===== src/rtl/mem_acc_pkg.sv =====
// mem_acc shared types and constants.
// Provides the FSM state enum and the read-latency range check.
package mem_acc_pkg;

    typedef enum logic [1:0] {
        IDLE  = 2'd0,
        ISSUE = 2'd1,
        DRAIN = 2'd2,
        DONE  = 2'd3
    } state_t;

    localparam int MEM_ACC_MIN_LATENCY = 0;
    localparam int MEM_ACC_MAX_LATENCY = 4;

    function automatic bit latency_ok(input int lat);
        return (lat >= MEM_ACC_MIN_LATENCY) &&
               (lat <= MEM_ACC_MAX_LATENCY);
    endfunction

endpackage


===== src/rtl/mem_acc_vpipe.sv =====
// Valid delay line of depth DEPTH; depth 0 is a plain wire.
// Ports: clk, rst_n (async, active low), vin, vout.
module mem_acc_vpipe #(
    parameter int DEPTH = 1
) (
    input  logic clk,
    input  logic rst_n,
    input  logic vin,
    output logic vout
);

    if (DEPTH == 0) begin : g_wire
        logic unused_ok;
        assign unused_ok = ^{clk, rst_n};
        assign vout = vin;
    end else begin : g_pipe
        logic [DEPTH-1:0] sr;
        always_ff @(posedge clk or negedge rst_n) begin
            if (!rst_n) begin
                sr <= '0;
            end else begin
                sr[0] <= vin;
                for (int i = 1; i < DEPTH; i++) begin
                    sr[i] <= sr[i-1];
                end
            end
        end
        assign vout = sr[DEPTH-1];
    end

endmodule


===== src/rtl/mem_acc.sv =====
// Memory accumulator: sums len words read from base_addr upward.
// Ports: clk, rst_n, start/base_addr/len (run request), expected,
//   read_en/read_addr/read_data (memory port), busy, done,
//   acc_result, match, overflow.
// Optional: define MEM_ACC_SAT_EN for a saturating accumulator.
module mem_acc
    import mem_acc_pkg::*;
#(
    parameter int AWIDTH       = 10,
    parameter int DWIDTH       = 32,
    parameter int RWIDTH       = 32,
    parameter int READ_LATENCY = 1
) (
    input  logic              clk,
    input  logic              rst_n,
    input  logic              start,
    input  logic [AWIDTH-1:0] base_addr,
    input  logic [AWIDTH:0]   len,
    input  logic [RWIDTH-1:0] expected,
    output logic              read_en,
    output logic [AWIDTH-1:0] read_addr,
    input  logic [DWIDTH-1:0] read_data,
    output logic              busy,
    output logic              done,
    output logic [RWIDTH-1:0] acc_result,
    output logic              match,
    output logic              overflow
);

    if (!latency_ok(READ_LATENCY)) begin : g_bad_lat
        $error("mem_acc: READ_LATENCY out of range");
    end
    if (RWIDTH < DWIDTH) begin : g_bad_width
        $error("mem_acc: RWIDTH must be >= DWIDTH");
    end

    localparam logic [2:0] DRAIN_INIT =
        (READ_LATENCY > 0) ? 3'(READ_LATENCY - 1) : 3'd0;

    state_t            state;
    logic [AWIDTH:0]   rem;
    logic [2:0]        dcnt;
    logic              vout;
    logic [RWIDTH:0]   sum;
    logic [RWIDTH-1:0] acc_nxt;

    mem_acc_vpipe #(
        .DEPTH (READ_LATENCY)
    ) u_vpipe (
        .clk   (clk),
        .rst_n (rst_n),
        .vin   (read_en),
        .vout  (vout)
    );

    // Bit RWIDTH of sum is the carry out of the modulo add.
    assign sum = {1'b0, acc_result} + (RWIDTH + 1)'(read_data);

`ifdef MEM_ACC_SAT_EN
    // Once clamped, stay at all-ones for the rest of the run.
    assign acc_nxt = (sum[RWIDTH] || overflow) ? '1 : sum[RWIDTH-1:0];
`else
    assign acc_nxt = sum[RWIDTH-1:0];
`endif

    assign match = done && (acc_result == expected);

    always_ff @(posedge clk or negedge rst_n) begin
        if (!rst_n) begin
            state      <= IDLE;
            rem        <= '0;
            dcnt       <= '0;
            read_en    <= 1'b0;
            read_addr  <= '0;
            busy       <= 1'b0;
            done       <= 1'b0;
            acc_result <= '0;
            overflow   <= 1'b0;
        end else begin
            if (vout) begin
                acc_result <= acc_nxt;
                if (sum[RWIDTH]) overflow <= 1'b1;
            end
            case (state)
                IDLE, DONE: begin
                    if (start) begin
                        acc_result <= '0;
                        overflow   <= 1'b0;
                        if (len != '0) begin
                            state     <= ISSUE;
                            busy      <= 1'b1;
                            done      <= 1'b0;
                            read_en   <= 1'b1;
                            read_addr <= base_addr;
                            rem       <= len;
                        end else begin
                            state <= DONE;
                            done  <= 1'b1;
                        end
                    end
                end
                ISSUE: begin
                    read_addr <= read_addr + AWIDTH'(1);
                    rem       <= rem - (AWIDTH + 1)'(1);
                    if (rem == (AWIDTH + 1)'(1)) begin
                        read_en <= 1'b0;
                        if (READ_LATENCY > 0) begin
                            state <= DRAIN;
                            dcnt  <= DRAIN_INIT;
                        end else begin
                            state <= DONE;
                            busy  <= 1'b0;
                            done  <= 1'b1;
                        end
                    end
                end
                DRAIN: begin
                    if (dcnt == 3'd0) begin
                        state <= DONE;
                        busy  <= 1'b0;
                        done  <= 1'b1;
                    end else begin
                        dcnt <= dcnt - 3'd1;
                    end
                end
                default: state <= IDLE;
            endcase
        end
    end

endmodule

===== config.mk =====
export PLATFORM = sky130hd
export DESIGN_NAME = mem_acc
export DESIGN_NICKNAME = d
export VERILOG_FILES = /design/src/rtl/mem_acc_pkg.sv /design/src/rtl/mem_acc_vpipe.sv /design/src/rtl/mem_acc.sv
export SDC_FILE = /design/constraint.sdc
export NUM_CORES = 1
export LEC_CHECK = 0
export BUFFER_PORTS_ARGS = -buffer_cell sky130_fd_sc_hd__buf_2
export CORE_MARGIN = 5
export CORE_UTILIZATION = 49
export DETAILED_ROUTE_END_ITERATION = 8
export PLACE_DENSITY = 0.78
export SYNTH_ARGS = -nofsm -noshare
export SYNTH_HDL_FRONTEND = slang
export SYNTH_SLANG_ARGS = --single-unit

===== constraint.sdc =====
create_clock -name clk -period 2.55 [get_ports clk]
set_input_delay 0.51 -clock clk [delete_from_list [all_inputs] [get_ports clk]]
set_output_delay 0.51 -clock clk [all_outputs]
set_load 0.03 [all_outputs]

* Yosys cells after proc, flatten, opt, wreduce, memory -nomap -nowiden
Cells that the tools add are included.
Operators by class: add/sub/neg operators 4, eq/ne operators 10, multiplexer cells 31, bitwise gates (word level) 1, reductions and logical operators 13
Operator list (count):
- two-way mux 32 bit | 3
- adder 32 x 32 -> 33 bit | 1
- == test 32 bit | 1
- two-way mux 11 bit | 2
- case mux 11 bit (2 select lines) | 1
- two-way mux 10 bit | 2
- case mux 10 bit (2 select lines) | 1
- AND reduction 3 bit | 4
- == test 11 x 1 -> 1 bit (second input constant) | 1
- two-way mux 1 bit | 11
- nonzero test 11 bit | 1
- subtractor 11 x 1 -> 11 bit (second input constant) | 1
- adder 10 x 1 -> 10 bit (second input constant) | 1
- != test 2 bit (second input constant) | 5
- two-way mux 2 bit | 4
- AND reduction 4 bit | 2
- two-way mux 3 bit | 2
- case mux 1 bit (2 select lines) | 3
- case mux 2 bit (3 select lines) | 1
- case mux 3 bit (2 select lines) | 1
- == test 2 bit (second input constant) | 2
- nonzero test 2 bit | 2
- logical NOT 3 bit | 1
- subtractor 3 x 1 -> 3 bit (second input constant) | 1
- other kinds (5) | 5
Storage, ports and cells: register bits after elaboration 63, bits of input ports 88, output and inout port bits 47, word-level logic and storage cells 69

* Logic depth before layout (Yosys ltp)
depth after elaboration 5, mapped depth 11, gate-level depth less buffers 10

* Modules after synthesis
A second synthesis with hierarchy kept.
Unflattened totals: cells, all modules 606, area, all modules 5148.7 µm²
By module, submodules not included:
- mem_acc | times used 1, cells each 605, area an instance 5123.7 µm², sequential area each 1551.5 µm²
- mem_acc_vpipe | times used 1, cells each 1, area an instance 25.0 µm², sequential area each 25.0 µm²

* Least setup slack after synthesis
No wires, ideal clock.
kind register to register, from register acc_result[0], to register overflow, library setup time 0.133 ns, arrival time 2.624 ns, required time 2.417 ns, path slack -0.207 ns, stages on the path, launching flop included 11, buffers on the path 0, period minus slack after synthesis 2.757 ns, cell sequence dfrtp_1 > ha_1 > fa_1 > a21o_1 > a221oi_2 > a211o_1 > a21oi_1 > o31ai_2 > nor3_1 > a2111oi_0 > nor2_1
On the way: cells in the longest elaborated chain, start to end 5
Ends and longest elaborated chain:
- start, declared | line mem_acc.sv:25 | output logic [RWIDTH-1:0] acc_result,
- start signal, assigned | line mem_acc.sv:81 | acc_result <= acc_nxt;
- adder 32 x 32 -> 33 bit * | line mem_acc.sv:57 | assign sum = {1'b0, acc_result} + (RWIDTH + 1)'(read_data);
- two-way mux 1 bit * | line mem_acc.sv:82 | if (sum[RWIDTH]) overflow <= 1'b1;
- two-way mux 1 bit * | line mem_acc.sv:80 | if (vout) begin
- two-way mux 1 bit | line mem_acc.sv:86 | if (start) begin
- two-way mux 1 bit * | line mem_acc.sv:84 | case (state)
- end signal, assigned | line mem_acc.sv:78 | overflow <= 1'b0;
- end signal, assigned | line mem_acc.sv:82
- end signal, assigned | line mem_acc.sv:88 | overflow <= 1'b0;
- end, declared | line mem_acc.sv:27 | output logic overflow
Mark *: on every way between the ends. The rest lies on a longest branch, timed or not. A chain may end at the register's enable or synchronous reset.

* Worst setup path in the final report
from register acc_result[2], to register acc_result[31]
On the way: cells in the longest elaborated chain, start to end 4
Ends and longest elaborated chain (line):
- adder 32 x 32 -> 33 bit * | mem_acc.sv:57
- two-way mux 32 bit * | mem_acc.sv:80
- two-way mux 32 bit | mem_acc.sv:86
- two-way mux 32 bit * | mem_acc.sv:84
Marks and branches as above.

==> impl_summary.txt <==
----------------------------------------------------
[STA]
  Worst clock skew ... 14.9 ps
  Worst hold margin ... 122 ps
  Fmax ... 383 MHz
  Transition time of the tightest slew-check pin ... 623 ps
  Post-route worst setup slack ... -61.8 ps
  Final cycle utilization of the critical path ... 102%
  Remaining max-slew budget at the tightest pin ... 58.4%
  Minimum period implied by the final worst setup slack ... 2610 ps
  Final hold viol count ... 0
  RSZ-0062 raised after global routing ... yes
  Final setup violating endpoints ... 2
  Max-slew violation total from the final report ... 0

[Floorplanning]
  Floorplan die area ... 12700 sq um
  Number of top-level design ports ... 135
  Placement Rows ... 37
  Std-Cell Core Area ... 10300 sq um
  Die span in x ... 112 microns
  Starting utilization of the core area ... 50.1%
  Vertical die dimension ... 112 microns

[Clocking]
  Clock tree from TritonCTS ... built
  CTS Hold Buffers Added ... 0
  Root Buffer ... clkbuf_8
  Clock network latency to the later pin of the worst-skew pair ... 370 ps
  H-tree depth ... 3
  Maximum buffer depth of the clock tree ... 2
  TritonCTS Buffers ... 9
  Clock-pin slew on the worst setup and hold paths ... 80 ps
  Sinks on the clock net ... 63

[Routing]
  DRC violation total after the first TritonRoute iteration ... 407
  Pre-Repair DR Iteration Count ... 5
  DRT Wirelength ... 16500 microns
  Routed length per placed instance ... 17.7 microns
  Via count normalized by instance count ... 5.89
  Vias after detailed routing ... 5502
  Antenna viol nets, final ... 0
  Drt drc ... 0

[Worst setup path]
  Bufs and invs on worst path ... 1
  Setup crit end kind ... flop
  Cell depth of the worst flop-to-flop path ... 10
  Flop2flop setup slack ... -60 ps
  Slowest stage cell on the critical path ... dfrtp_1
  R2R Path Start ... acc_result[2]
  Slowest cell delay on critical path ... 410 ps
  List of cells traversed by the critical path ... ha_1 > o211ai_1 > o21bai_2 > o211ai_2 > buf_4 > a21oi_1 > o31ai_2 > nand3_1 > a21o_1 > a31oi_1
  CP Launch Type ... flop
  CP Data Required Time ... 2830 ps
  WS Path Type ... flop to flop
  Category of cells accounting for the largest share of critical-path delay ... compound AO/OA/AOI/OAI gates
  Critical path data arrival time ... 2890 ps
  Largest fanout on the critical path ... 3
  Capture instance of the worst register-to-register path ... acc_result[31]

[Placed design]
  Half-perimeter wire length of the detailed placement result ... 12500 microns
  Placed instance count ... 910
  I/O Buffers ... 134
  Place WS ... -451 ps
  Placed cell areas ... 6330 sq um
  Routability Congestion ... 0.948

[GRT]
  Wire length of the first global-routing pass ... 26100 microns
  Number of antenna violations at the first check in global routing ... 0
  Maximum number of pins on one net before global-route repair ... 28
  All-Layer GR Usage ... 25.1%
  Global route total overflow ... 0
  Vias in the first global route ... 5413

[Finish]
  Layout cells sized above 1 ... 33.5%
  Antenna cells ... 0
  Final instance area ... 6810 sq um
  Number of nets in the finished design ... 922
  Final std cells w/o fill ... 934
  Core utilization of the finished layout ... 66.3%
  Most frequent cells in the layout ... buf_2 (133), buf_4 (66), dfrtp_1 (61)
  Commonest non-fill, non-tap cell in the layout ... buf_2
  Synthesis-to-finish area growth ... 32.4%

[Run status]
  Violations in the final reports ... setup timing
  Outcome ... finished with violations

[Flow run]
  Number of max-capacitance violations reported ... 0

[Synth]
  Post-synthesis register bit count ... 63
  Syn. warnings ... 0
  Cell area after synthesis ... 5150 sq um
  Netlist cell types ... 59
  Number of instances in the synthesized netlist ... 608
  Avg Inst Size Synth ... 8.47 sq um
  Async S/R FF share, synth ... 100%
  Leading register cell type out of synthesis ... dfrtp_1
  Post-synth net total ... 737
  Share of the yosys chip area belonging to registers ... 30.6%
  Number of flops mapped to enable cells by yosys ... 0

[Min path]
  Worst min-delay path class ... primary input to async pin

[Power and ir drop]
  Max IR drop VDD ... 0.662 mV
  Leakage Power ... 3.36 nW
  Ratio of total power to cell area ... 1440 nW/um^2

----------------------------------------------------
power by group:
group | switching, mW | internal [mW]
sequential | 0.530 | 1.51
combinational | 3.97 | 2.76
clock | 0.471 | 0.562
Yosys cell counts (2+ instances only):
cell / instances / area share [%]
a2111oi_0: 3 / 0.51
a211oi_1: 4 / 0.58
a21o_1: 17 / 2.5
a21oi_1: 61 / 5.9
a221o_1: 3 / 0.58
a221oi_2: 2 / 0.58
a222oi_1: 2 / 0.39
a22oi_1: 6 / 0.87
a31o_2: 3 / 0.51
a31oi_1: 7 / 0.85
and2_1: 6 / 0.73
and3_1: 9 / 1.1
buf_1: 2 / 0.15
buf_6: 2 / 0.44
clkbuf_1: 21 / 1.5
dfrtp_1: 63 / 31
ha_1: 40 / 9.7
inv_1: 21 / 1.5
mux2_2: 2 / 0.44
mux2i_1: 19 / 3.7
nand2_1: 39 / 2.8
nand3_1: 31 / 3.0
nand3b_1: 3 / 0.44
nand4_1: 6 / 0.73
nor2_1: 55 / 4.0
nor3_1: 15 / 1.5
nor4_1: 9 / 1.1
o211ai_1: 6 / 0.87
o21a_1: 5 / 0.73
o21ai_0: 41 / 4.0
o21ai_1: 5 / 0.49
o21bai_1: 5 / 0.73
o22ai_1: 15 / 1.8
o31ai_2: 2 / 0.49
or3_1: 4 / 0.49
xnor2_1: 20 / 3.4
xor2_1: 32 / 5.4
how the worst max path moves through the flow:
stage | slack [ps] | start | to | depth (start not counted)
2_1_floorplan | -80 | read_data[0] | overflow | 10
3_3_place_gp | -410 | read_data[0] | overflow | 11
3_5_place_dp | -450 | read_data[0] | overflow | 11
4_1_cts | -160 | acc_result[0] | overflow | 10
5_1_grt | -140 | acc_result[0] | overflow | 10
6_report | -60 | acc_result[2] | acc_result[31] | 10
cell type report:
cell class                      count  area (sq um)
Clock buffer                        9           124
Clock inverter                      7           103
Fill cell                         873          3460
Inverter                           21          78.8
Multi-Input combinational cell    498          3580
Sequential cell                    63          1580
Tap cell                          136           170
Timing Repair Buffer              200          1180
sequential cells by signal, summed over array words and instances, names as in the netlist:
name          flops
read_en           1
u_vpipe.vout      1
done              1
acc_result       32
overflow          1
dcnt              3
rem              11
read_addr        10
state             2
busy              1
routing by layer:
metal  track usage (%)  routed length (microns)  vias to the layer above
met5                 0                        0                        -
met2              42.6                     8260                      220
met3              4.64                     1180                       30
li1                  -                        -                     2610
met1              32.3                     6740                     2642
met4              8.33                      370                        0
stage by stage:
step	total power [mW]	setup TNS, ps
detailed placement	8.24	-4130
finish	9.80	-82.2
global placement	8.02	-2510
CTS	9.40	-798
global route	10.5	-804
floorplan	6.24	-81.8
cell families after synthesis:
group,Yosys count,share of synthesized area (%)
AOI/OAI and AO/OA,199,24.9
xor gates and xnor gates,52,8.85
adders and majority gates,41,10.1
buffers and inverters,47,3.74
DFF,63,30.6
muxes,21,4.13
and+or+nand+nor,185,17.6
what timing repair did:
action,4_1_cts,5_1_grt
hold endpoints to repair,0,0
setup endpoints to repair,10,21
pin swaps,16,23
setup buffers,2,6
resized for setup,15,25
worst reg2reg max path, stage by stage (launching register included):
cell and delay (ps):
dfrtp_1 410, ha_1 330, o211ai_1 240, o21bai_2 130
o211ai_2 270, buf_4 170, a21oi_1 80, o31ai_2 380
nand3_1 160, a21o_1 200, a31oi_1 170
Note: power is estimated with default switching activity, not from simulation.
